===== config.mk =====
export PLATFORM = sky130hd
export DESIGN_NAME = cla_adder_pipe
export DESIGN_NICKNAME = d
export VERILOG_FILES = /design/src/rtl/cla_pkg.sv /design/src/rtl/cla_slice.sv /design/src/rtl/cla_adder_pipe.sv
export SDC_FILE = /design/constraint.sdc
export NUM_CORES = 1
export LEC_CHECK = 0
export CORE_UTILIZATION = 52
export CTS_BUF_LIST = sky130_fd_sc_hd__clkbuf_4 sky130_fd_sc_hd__clkbuf_8
export CTS_CLUSTER_DIAMETER = 40
export DETAILED_ROUTE_END_ITERATION = 8
export MAX_ROUTING_LAYER = met4
export PLACE_DENSITY = 0.84
export SLEW_MARGIN = 20
export SYNTH_ARGS = -nofsm -noshare
export SYNTH_HDL_FRONTEND = slang
export SYNTH_SLANG_ARGS = --single-unit

===== constraint.sdc =====
create_clock -name clk -period 4.4 [get_ports clk]
set_input_delay 0.88 -clock clk [delete_from_list [all_inputs] [get_ports clk]]
set_output_delay 0.88 -clock clk [all_outputs]
set_load 0.03 [all_outputs]

===== src/rtl/cla_pkg.sv =====
`default_nettype none
// ============================================================================
// Module   : cla_pkg
// Brief    : Group generate/propagate helper and configuration check for the
//            pipelined carry-lookahead adder.
// Revision : 1.0 - initial release
// ============================================================================
package cla_pkg;

    localparam int c_MAX_GROUP = 64;

    typedef struct packed {
        logic g;
        logic p;
    } gp_t;

    // Collapse the low n bit-level g/p pairs into a single group G/P.
    function automatic gp_t group_gp(
        input logic [c_MAX_GROUP-1:0] g_bits,
        input logic [c_MAX_GROUP-1:0] p_bits,
        input int                     n
    );
        gp_t r;
        r.g = 1'b0;
        r.p = 1'b1;
        for (int j = 0; j < c_MAX_GROUP; j++) begin
            if (j < n) begin
                r.g = g_bits[j] | (p_bits[j] & r.g);
                r.p = r.p & p_bits[j];
            end
        end
        return r;
    endfunction

    function automatic bit cfg_ok(input int width, input int group, input int stages);
        return (group >= 1) && (group <= c_MAX_GROUP) && (stages >= 1) &&
               (width > 0) && ((width % (group * stages)) == 0);
    endfunction

endpackage
`default_nettype wire


===== src/rtl/cla_slice.sv =====
`default_nettype none
// ============================================================================
// Module   : cla_slice
// Brief    : Combinational W-bit carry-lookahead slice built from GROUP-bit groups.
// Revision : 1.0 - initial release
// ============================================================================
module cla_slice
    import cla_pkg::*;
#(
    parameter int W     = 16,
    parameter int GROUP = 4
) (
    input  logic [W-1:0] a,
    input  logic [W-1:0] b,
    input  logic         c_in,
    output logic [W-1:0] s,
    output logic         c_out,
    output logic         c_msb_in
);

    localparam int c_NG = W / GROUP;

    logic [W-1:0]  w_g;
    logic [W-1:0]  w_p;
    logic [W-1:0]  w_c;
    logic [c_NG:0] w_gc;
    gp_t           w_gp;

    assign w_g = a & b;
    assign w_p = a ^ b;

    // Group carries come from lookahead; bits inside a group ripple from the group carry.
    always_comb begin
        w_gc    = '0;
        w_c     = '0;
        w_gp    = '0;
        w_gc[0] = c_in;
        for (int gi = 0; gi < c_NG; gi++) begin
            w_gp = group_gp(c_MAX_GROUP'(w_g[gi*GROUP +: GROUP]),
                            c_MAX_GROUP'(w_p[gi*GROUP +: GROUP]), GROUP);
            w_gc[gi+1] = w_gp.g | (w_gp.p & w_gc[gi]);
            for (int j = 0; j < GROUP; j++) begin
                if (j == 0) begin
                    w_c[gi*GROUP] = w_gc[gi];
                end else begin
                    w_c[gi*GROUP+j] = w_g[gi*GROUP+j-1] |
                                      (w_p[gi*GROUP+j-1] & w_c[gi*GROUP+j-1]);
                end
            end
        end
    end

    assign s        = w_p ^ w_c;
    assign c_out    = w_gc[c_NG];
    assign c_msb_in = w_c[W-1];

endmodule
`default_nettype wire


===== src/rtl/cla_adder_pipe.sv =====
`default_nettype none
// ============================================================================
// Module   : cla_adder_pipe
// Brief    : Pipelined carry-lookahead add/subtract with valid/ready handshake.
// Revision : 1.0 - initial release
// ============================================================================
module cla_adder_pipe
    import cla_pkg::*;
#(
    parameter int WIDTH  = 32,
    parameter int GROUP  = 4,
    parameter int STAGES = 2
) (
    input  logic             clk,
    input  logic             rst,
    input  logic             in_valid,
    output logic             in_ready,
    input  logic [WIDTH-1:0] a,
    input  logic [WIDTH-1:0] b,
    input  logic             cin,
    input  logic             sub,
    output logic             out_valid,
    input  logic             out_ready,
    output logic [WIDTH-1:0] sum,
    output logic             cout,
    output logic             ovf
);

    localparam int c_SW   = WIDTH / STAGES;
    localparam int c_LAST = STAGES - 1;

    if (!cfg_ok(WIDTH, GROUP, STAGES)) begin : g_cfg_check
        $fatal(1, "cla_adder_pipe: WIDTH must be a multiple of GROUP*STAGES");
    end

    logic [STAGES:0]                w_ready;
    logic [STAGES-1:0]              w_v;
    logic [STAGES-1:0]              w_c;
    logic [STAGES-1:0][WIDTH-1:0]   w_a;
    logic [STAGES-1:0][WIDTH-1:0]   w_b;

    assign w_ready[STAGES] = out_ready;
    assign in_ready        = w_ready[0];

    for (genvar k = 0; k < STAGES; k++) begin : g_stage
        localparam int c_LO = k * c_SW;

        logic             w_vin;
        logic             w_cin;
        logic [WIDTH-1:0] w_ain;
        logic [WIDTH-1:0] w_bin;
        logic [WIDTH-1:0] w_na;
        logic [WIDTH-1:0] w_nb;
        logic [c_SW-1:0]  w_s;
        logic             w_cout;
        logic             w_cmsb;
        logic             r_v;
        logic             r_c;
        logic [WIDTH-1:0] r_a;
        logic [WIDTH-1:0] r_b;

        if (k == 0) begin : g_head
            assign w_vin = in_valid;
            assign w_ain = a;
            assign w_bin = sub ? ~b : b;
            assign w_cin = sub | cin;
        end else begin : g_body
            assign w_vin = w_v[k-1];
            assign w_ain = w_a[k-1];
            assign w_bin = w_b[k-1];
            assign w_cin = w_c[k-1];
        end

        cla_slice #(
            .W     (c_SW),
            .GROUP (GROUP)
        ) u_slice (
            .a        (w_ain[c_LO +: c_SW]),
            .b        (w_bin[c_LO +: c_SW]),
            .c_in     (w_cin),
            .s        (w_s),
            .c_out    (w_cout),
            .c_msb_in (w_cmsb)
        );

        // The a word carries finished sum bits below the slice; finished b bits are
        // cleared, so xor-ing them in leaves those sum bits untouched.
        always_comb begin
            w_na = w_ain;
            w_nb = w_bin;
            for (int i = 0; i < WIDTH; i++) begin
                if (i < c_LO) begin
                    w_na[i] = w_ain[i] ^ w_bin[i];
                end
                if (i < c_LO + c_SW) begin
                    w_nb[i] = 1'b0;
                end
            end
            w_na[c_LO +: c_SW] = w_s;
        end

        assign w_ready[k] = !r_v || w_ready[k+1];

        always_ff @(posedge clk or posedge rst) begin
            if (rst) begin
                r_v <= 1'b0;
                r_c <= 1'b0;
                r_a <= '0;
                r_b <= '0;
            end else if (w_ready[k]) begin
                r_v <= w_vin;
                if (w_vin) begin
                    r_a <= w_na;
                    r_b <= w_nb;
                    r_c <= w_cout;
                end
            end
        end

        assign w_v[k] = r_v;
        assign w_c[k] = r_c;
        assign w_a[k] = r_a;
        assign w_b[k] = r_b;

        if (k == c_LAST) begin : g_tail
            logic r_ovf;
            logic w_unused_b;

            always_ff @(posedge clk or posedge rst) begin
                if (rst) begin
                    r_ovf <= 1'b0;
                end else if (w_ready[k] && w_vin) begin
                    r_ovf <= w_cmsb ^ w_cout;
                end
            end

            assign ovf        = r_ovf;
            assign w_unused_b = ^r_b;
        end else begin : g_mid
            logic w_unused_cmsb;
            assign w_unused_cmsb = w_cmsb;
        end
    end

    assign out_valid = w_v[c_LAST];
    assign cout      = w_c[c_LAST];
    assign sum       = w_a[c_LAST];

endmodule
`default_nettype wire


Word level (Yosys, flattened, before mapping)
Index checks and enable logic that the tools add are counted.
- register bits: 85
- input bits: 70
- output and inout port bits: 36
- logic and storage cells: 161
- mux-type cells: 1
- reduce and logical (&&, ||, !) cells: 7
- bitwise operators: 145
- operator list (cell ; number):
    1-bit AND ; 80
    16-bit XOR ; 4
    1-bit OR ; 57
    16-bit AND ; 2
    32-bit two-way mux ; 1
    32-bit inverter ; 1
    2-bit AND reduction ; 2
    1-bit logical NOT ; 2
    1-bit logical OR ; 2
    1-bit logical AND ; 1
    1-bit XOR ; 1

Longest topological paths before layout
Gate-level depths: netlist of run 1.
- depth in word-level cells: 21
- depth in mapped cells: 14
- depth with buffers taken out: 12

Cells and area by module
A second synthesis of run 1 with hierarchy kept.
- cell total of the unflattened synthesis: 359
- area, all modules: 4948.5 um2
- by module, submodules not included (module ; area an instance (um2) ; instances ; cells an instance):
    cla_adder_pipe ; 3569.7 ; 1 ; 221
    cla_slice at g_stage[0].u_slice ; 701.9 ; 1 ; 70
    cla_slice at g_stage[1].u_slice ; 676.9 ; 1 ; 68

Worst setup path before layout of run 1
Ideal clock, no wire load.
- path kind: input to register
- start point: in sub
- end point: reg g_stage[0].r_a[15]
- arrival time: 3.898 ns
- data required time: 4.268 ns
- path slack: 0.370 ns
- stages on the path: 14
- setup time: 0.132 ns
- cells stage by stage: buf_4 > buf_2 > xor2_1 > ha_1 > nand2_1 > o21ai_1 > a31oi_1 > o31a_1 > o21a_1 > fa_1 > fa_1 > fa_1 > xor2_1 > o21ai_1
- longest elaborated chain between the ends: 20
- elaborated cells on any way between the ends: 44
- those cells by class: 1 x mux; 43 x bitwise
- RTL lines (what ; line ; source):
    from (decl) ; cla_adder_pipe.sv:21 ; input logic sub,
    32-bit two-way mux ; cla_adder_pipe.sv:65 ; assign w_bin = sub ? ~b : b;
    16-bit XOR / 16-bit AND (equally long branches) ; cla_slice.sv:30, cla_slice.sv:29 ;
    1-bit AND ; cla_pkg.sv:28 ; r.g = g_bits[j] | (p_bits[j] & r.g);
    1-bit OR ; cla_pkg.sv:28 ;
    1-bit AND ; cla_pkg.sv:28 ;
    1-bit OR ; cla_pkg.sv:28 ;
    1-bit AND ; cla_pkg.sv:28 ;
    1-bit OR ; cla_pkg.sv:28 ;
    [4 not listed] ; -- ;
    1-bit OR ; cla_slice.sv:41 ; w_gc[gi+1] = w_gp.g | (w_gp.p & w_gc[gi]);
    1-bit AND ; cla_slice.sv:47 ; (w_p[gi*GROUP+j-1] & w_c[gi*GROUP+j-1]);
    1-bit OR ; cla_slice.sv:46 ; w_c[gi*GROUP+j] = w_g[gi*GROUP+j-1] |
    1-bit AND ; cla_slice.sv:47 ;
    1-bit OR ; cla_slice.sv:46 ;
    1-bit AND ; cla_slice.sv:47 ;
    1-bit OR ; cla_slice.sv:46 ;
    16-bit XOR * ; cla_slice.sv:53 ; assign s = w_p ^ w_c;
    to (signal assigned) ; cla_adder_pipe.sv:113 ; r_a <= w_na;
    to (decl) ; cla_adder_pipe.sv:59 ; logic [WIDTH-1:0] r_a;
Every way passes the cells marked *; elsewhere a longest branch is shown, timed or not.
A chain may end at the register's enable or synchronous reset.

Worst setup path after layout of run 1
- start point: in b[1]
- end point: reg g_stage[0].r_a[15]
- longest elaborated chain between the ends: 21
- elaborated cells on any way between the ends: 26
- those cells by class: 1 x mux; 25 x bitwise
- RTL lines (what ; line ; source):
    from (decl) ; cla_adder_pipe.sv:19 ; input logic [WIDTH-1:0] b,
    32-bit inverter ; cla_adder_pipe.sv:65 ;
    32-bit two-way mux * ; cla_adder_pipe.sv:65 ;
    16-bit XOR ; cla_slice.sv:30 ; assign w_p = a ^ b;
    1-bit AND ; cla_pkg.sv:28 ;
    1-bit OR ; cla_pkg.sv:28 ;
    1-bit AND ; cla_pkg.sv:28 ;
    1-bit OR ; cla_pkg.sv:28 ;
    1-bit AND ; cla_pkg.sv:28 ;
    [5 not listed] ; -- ;
    1-bit OR * ; cla_slice.sv:41 ;
    1-bit AND * ; cla_slice.sv:47 ;
    1-bit OR * ; cla_slice.sv:46 ;
    1-bit AND * ; cla_slice.sv:47 ;
    1-bit OR * ; cla_slice.sv:46 ;
    1-bit AND * ; cla_slice.sv:47 ;
    1-bit OR * ; cla_slice.sv:46 ;
    16-bit XOR * ; cla_slice.sv:53 ;
Marks and branches as above.

==> results.tsv, run 1 <==
metric	value	unit
crit_type	in2reg	
syn_area_per_cell	11.6	um2
cell_internal_pwr	1.92	mW
dr.pass1.iters	4	
worstPathBufferInverterCount	1	
ctsResizeCount	0	
clkLatencyLatePin	0.35	ns
reg2reg_slack	0.98	ns
clock_sinks	85	
arrival	4.15	ns
min_period	3.86	ns
ys.flop_type	dfrtp_1	
overflow	0	
grt_pass1_vias	3436	
drt-initial-drc-count	53	
clk_path_buf_depth	2	
gp_congestion	0.815	
layout_common_cells	clkdlybuf4s50_1 (104), dfrtp_1 (85), mux2_1 (44)	
antenna_found_initial	0	
die-area	9460	um2
htreeDepth	3	
tightest_slew	0.923	ns
slew_headroom	0.382	
p_clk_frac	0.204	
timing.rr.start	g_stage[0].r_a[18]$_DFFE_PP0P_	
p_leak	2.77	nW
fp-row-count	34	
netlist_instances	406	
rsz0062_at_grt	no	
worst_setup_path_end_kind	flop	
synth_area	4720	um2
syn_nets	532	
clock.fmax	259	MHz
worstPathRequired	4.69	ns
clk_pin_slew	0.09	ns
pwr_density_cell	495	nW/um2
worstHoldStart	g_stage[0].r_a[3]$_DFFE_PP0P_	
grtUsageTotal	0.214	
core_area	8760	um2
setup_viol	0	
skew	0.00932	ns
cp-start-kind	input port	
slowest_delay	0.44	ns
ys_async_sr_fraction	1.00	
start_util	0.539	
diodes	0	
synth-seq-cells	85	
r2r-end	ovf$_DFFE_PP0P_	
grt_first_pass_wirelength	15600	um
maxCapViolCount	0	
grt_max_degree	47	
cts_made_buffers	9	
synth-edff-count	0	
final_common_cell	clkdlybuf4s50_1	
worstHoldEndpoint	g_stage[0].r_a[3]$_DFFE_PP0P_	
cts_tree	done	
vias	3275	
final_max_slew_viol_count	0	
yosysSeqAreaShare	0.451	
crit_slowest_cell	fa_1	
status	complete, no violations	
crit_family	adder cells	
finalCritPeriodShare	0.878	
p_total	3.01	mW
ctsHoldBuffers	0	
pwr-share-comb	0.413	
layout-drive-gt1-share	0.0467	
hp-class	reg2reg	
fill_cells	649	
postRouteAntennaNets	0	
final.setup.tns	0	ns
seqPwrFrac	0.383	
via_per_inst	5.27	
num-nets-final	635	
die_h	97.3	um
drt_wl_total	9110	um
cpMostUsedCell	fa_1	
post_cts_buffers	0	
root_buffer	clkbuf_8	
ios	106	
reg2reg_depth	11	
switchingPower	1.09	mW
wl_per_cell	14.6	um
power.share.switching	0.362	
crit_path_max_fanout	2	
drc	0	
die_w	97.3	um
yosys_warnings	0	
max-vdd-ir-drop	209	uV
holdPathStages	2	
ys_types	30	
hold_viol	0	
crit_chain	clkdlybuf4s50_1 > xor2_1 > ha_1 > nand2_1 > o21ai_1 > a31oi_1 > o31a_1 > o21a_1 > fa_1 > fa_1 > fa_1 > xor2_1 > o21ai_1	
io_buffer_count	105	
dp_hpwl	6960	um
syn2layout_area_growth	29.1	%
[metal layers]
| layer | up-vias | global-route usage | part of all wire | routed length, um |
|---|---|---|---|---|
| li1 | 1574 | - | - | - |
| met1 | 1601 | 0.258 | 0.43 | 3930 |
| met2 | 90 | 0.356 | 0.50 | 4510 |
| met3 | 10 | 0.0633 | 0.066 | 597 |
| met4 | 0 | 0.0486 | 0.0082 | 75 |
| met5 | - | - | 0 | 0 |
[tightest hold or removal path, delay by kind of cell (launching register included)]
kind / cells / cell delay [ns]
flops: 1 / 0.35
compound gates: 1 / 0.06
simple gates: 1 / 0.05
[layout make-up]
cell class / instances / area [um2] / share of cell area
inverters: 31 / 118 / 0.0193
repair buffers: 108 / 1080 / 0.177
well taps: 108 / 135 / 0.0222
clock buffers: 11 / 139 / 0.0228
clock inverters: 5 / 83.8 / 0.0138
flip-flops and latches: 85 / 2130 / 0.349
multi-input cells: 274 / 2410 / 0.396
[metrics by stage]
stage                      util  instances  area, um2  hold WS (ns)  worst slack [ns]
after detailed placement  0.670        606       5870         0.471             0.150
after global placement    0.670        606       5870         0.460             0.196
after CTS                 0.696        622       6100         0.490             0.526
after global routing      0.696        622       6100         0.511             0.361
final                     0.696        622       6100         0.483             0.539
after floorplan               -        406       4720         0.448             0.370
[kinds of logic (layout without fill, tap and decap cells)]
| family | after synthesis | after routing | share of synthesized area |
|---|---|---|---|
| DFF | 85 | 85 | 0.451 |
| adders and majority gates | 56 | 56 | 0.187 |
| muxes | 44 | 44 | 0.105 |
| AOI/OAI and AO/OA | 72 | 72 | 0.0875 |
| buffers and inverters | 47 | 155 | 0.0395 |
| and+or+nand+nor | 62 | 62 | 0.0567 |
| xor gates and xnor gates | 40 | 40 | 0.0742 |
[cells in the mapped netlist, types with 5 or more instances]
master	number	area share
mux2_1	44	0.10
xor2_1	20	0.037
nand2_1	43	0.034
buf_2	5	0.0053
a21oi_1	14	0.015
clkbuf_1	7	0.0056
a21o_1	9	0.014
fa_1	24	0.10
o21ai_1	39	0.041
xnor2_1	20	0.037
nand4_1	5	0.0066
nor2_1	5	0.0040
dfrtp_1	85	0.45
ha_1	32	0.085
inv_1	31	0.025
[registers in the layout, indices dropped and copies added, names as in the netlist]
signal	flops
g_stage.r_a	32
sum	32
g_stage.r_b	16
cout	1
g_stage.r_c	1
g_stage.r_v	1
out_valid	1
ovf	1
[power groups by stage]
stage                     combinational (mW)  sequential (mW)  clock [mW]
after floorplan                        0.488             1.43           0
after global placement                  1.22             1.16           0
after detailed placement                1.25             1.17           0
after CTS                               1.26             1.16       0.625
after global routing                    1.36             1.19       0.661
final                                   1.25             1.15       0.616
[how the worst max path moves through the flow]
| stage | start | end | slack [ns] | cells after the start |
|---|---|---|---|---|
| after global placement | b[1] | g_stage[0].r_a[15]$_DFFE_PP0P_ | 0.20 | 13 |
| after floorplan | sub | g_stage[0].r_a[15]$_DFFE_PP0P_ | 0.37 | 14 |
| final | b[1] | g_stage[0].r_a[15]$_DFFE_PP0P_ | 0.54 | 13 |
| after CTS | b[1] | g_stage[0].r_a[15]$_DFFE_PP0P_ | 0.53 | 13 |
| after detailed placement | b[1] | g_stage[0].r_a[15]$_DFFE_PP0P_ | 0.15 | 13 |
| after global routing | b[1] | g_stage[0].r_a[15]$_DFFE_PP0P_ | 0.36 | 13 |
Note: power is estimated with default switching activity, not from simulation.
==> run 2: changes to the inputs <==
- PLACE_DENSITY: 0.84 -> 0.83
==> results.tsv, run 2 (same netlist as run 1, synthesis figures left out) <==
metric	value	unit	change
skew	0.0132	ns	was 0.00932 ns
slowest_delay	0.43	ns	was 0.44 ns
tightest_slew	0.962	ns	was 0.923 ns
fill_cells	661		was 649
finalCritPeriodShare	0.878		about the same
core_area	8760	um2	unchanged
vias	3267		was 3275
clk_pin_slew	0.09	ns	about the same
rsz0062_at_grt	no		unchanged
drt_wl_total	9570	um	was 9110 um
drc	0		unchanged
power.share.switching	0.367		was 0.362
diodes	0		unchanged
via_per_inst	5.25		was 5.27
clkLatencyLatePin	0.35	ns	about the same
final_common_cell	clkdlybuf4s50_1		unchanged
max-vdd-ir-drop	216	uV	was 209 uV
gp_congestion	0.853		was 0.815
cp-start-kind	input port		unchanged
p_total	2.97	mW	was 3.01 mW
worstHoldEndpoint	sum[9]$_DFFE_PP0P_		was g_stage[0].r_a[3]$_DFFE_PP0P_
hp-class	reg2reg		unchanged
clock_sinks	85		unchanged
p_leak	2.76	nW	was 2.77 nW
reg2reg_slack	0.97	ns	was 0.98 ns
grt_first_pass_wirelength	16000	um	was 15600 um
cpMostUsedCell	fa_1		unchanged
ios	106		unchanged
worst_setup_path_end_kind	flop		unchanged
cts_made_buffers	9		unchanged
dr.pass1.iters	4		unchanged
syn2layout_area_growth	28.7	%	was 29.1%
final.setup.tns	0	ns	unchanged
clk_path_buf_depth	2		unchanged
crit_type	in2reg		unchanged
reg2reg_depth	11		unchanged
crit_path_max_fanout	2		unchanged
clock.fmax	259	MHz	about the same
dp_hpwl	7140	um	was 6960 um
timing.rr.start	g_stage[0].r_a[18]$_DFFE_PP0P_		unchanged
dp_cells	606		unchanged
layout_common_cells	clkdlybuf4s50_1 (104), dfrtp_1 (85), mux2_1 (44)		unchanged
r2r-end	ovf$_DFFE_PP0P_		unchanged
cts_tree	done		unchanged
die_w	97.3	um	unchanged
layout-drive-gt1-share	0.0467		unchanged
overflow	0		unchanged
slew_headroom	0.358		was 0.382
cell_internal_pwr	1.88	mW	was 1.92 mW
min_period	3.86	ns	about the same
worstHoldStart	g_stage[0].r_a[9]$_DFFE_PP0P_		was g_stage[0].r_a[3]$_DFFE_PP0P_
grtUsageTotal	0.219		was 0.214
die_h	97.3	um	unchanged
root_buffer	clkbuf_8		unchanged
maxCapViolCount	0		unchanged
ctsResizeCount	0		unchanged
worstPathRequired	4.67	ns	was 4.69 ns
seqPwrFrac	0.389		was 0.383
wl_per_cell	15.4	um	was 14.6 um
setup_viol	0		unchanged
io_buffer_count	105		unchanged
arrival	4.14	ns	was 4.15 ns
design_area	6070	um2	was 6100 um2
placed_area	5870	um2	unchanged
antenna_found_initial	0		unchanged
status	complete, no violations		unchanged
post_cts_buffers	0		unchanged
start_util	0.539		unchanged
pwr-share-comb	0.422		was 0.413
crit_slowest_cell	fa_1		unchanged
p_clk_frac	0.189		was 0.204
pwr_density_cell	490	nW/um2	was 495 nW/um2
ctsHoldBuffers	0		unchanged
num-nets-final	635		unchanged
stdcell_count	622		unchanged
final_max_slew_viol_count	0		unchanged
drt-initial-drc-count	78		was 53
crit_chain	clkdlybuf4s50_1 > xor2_1 > ha_1 > nand2_1 > o21ai_1 > a31oi_1 > o31a_1 > o21a_1 > fa_1 > fa_1 > fa_1 > xor2_1 > o21ai_1		unchanged
postRouteAntennaNets	0		unchanged
die-area	9460	um2	unchanged
switchingPower	1.09	mW	about the same
htreeDepth	3		unchanged
grt_max_degree	57		was 47
holdPathStages	1		was 2
fp-row-count	34		unchanged
hold_viol	0		unchanged
grt_pass1_vias	3494		was 3436
-- run 2: worst max-delay path: cells and delay by family --
kind / cells / cell delay, ns
fa+ha+maj: 4 / 1.58
compound gates: 5 / 0.91
buf+inv: 1 / 0.41
xor+xnor: 2 / 0.31
simple gates: 1 / 0.05
-- run 2: final cells by class --
type                            count  area (um2)  share of cell area
Timing Repair Buffer              108        1080               0.178
Multi-Input combinational cell    274        2410               0.397
Clock inverter                      4        47.5             0.00783
Clock buffer                       12         153              0.0251
Tap cell                          108         135              0.0222
Inverter                           31         118              0.0194
Sequential cell                    85        2130               0.350
-- run 2: worst max-delay path by stage --
stage / start / to / slack, ns
2_1_floorplan: sub / g_stage[0].r_a[15]$_DFFE_PP0P_ / 0.37
3_3_place_gp: b[1] / g_stage[0].r_a[15]$_DFFE_PP0P_ / 0.20
3_5_place_dp: b[1] / g_stage[0].r_a[15]$_DFFE_PP0P_ / 0.16
4_1_cts: b[1] / g_stage[0].r_a[15]$_DFFE_PP0P_ / 0.52
5_1_grt: b[1] / g_stage[0].r_a[15]$_DFFE_PP0P_ / 0.36
6_report: b[1] / g_stage[0].r_a[15]$_DFFE_PP0P_ / 0.54
-- run 2: layer usage --
metal | GRT usage | up-vias | share of wire
met4 | 0.0656 | 0 | 0.013
met3 | 0.0460 | 11 | 0.054
met2 | 0.373 | 93 | 0.50
met1 | 0.263 | 1596 | 0.43
met5 | - | - | 0
li1 | - | 1567 | -
-- run 2: stage by stage --
stage / hold slack (ns) / utilization / worst slack (ns)
final: 0.476 / 0.693 / 0.537
after global routing: 0.493 / 0.693 / 0.365
after CTS: 0.481 / 0.693 / 0.521
after detailed placement: 0.468 / 0.670 / 0.159
after global placement: 0.460 / 0.670 / 0.200
after floorplan: 0.448 / - / 0.370
-- run 2: power by group through the flow --
stage	combinational [mW]	clock [mW]	sequential [mW]
5_1_grt	1.36	0.602	1.19
4_1_cts	1.27	0.569	1.16
2_1_floorplan	0.488	0	1.43
6_report	1.26	0.562	1.16
3_3_place_gp	1.22	0	1.16
3_5_place_dp	1.26	0	1.17
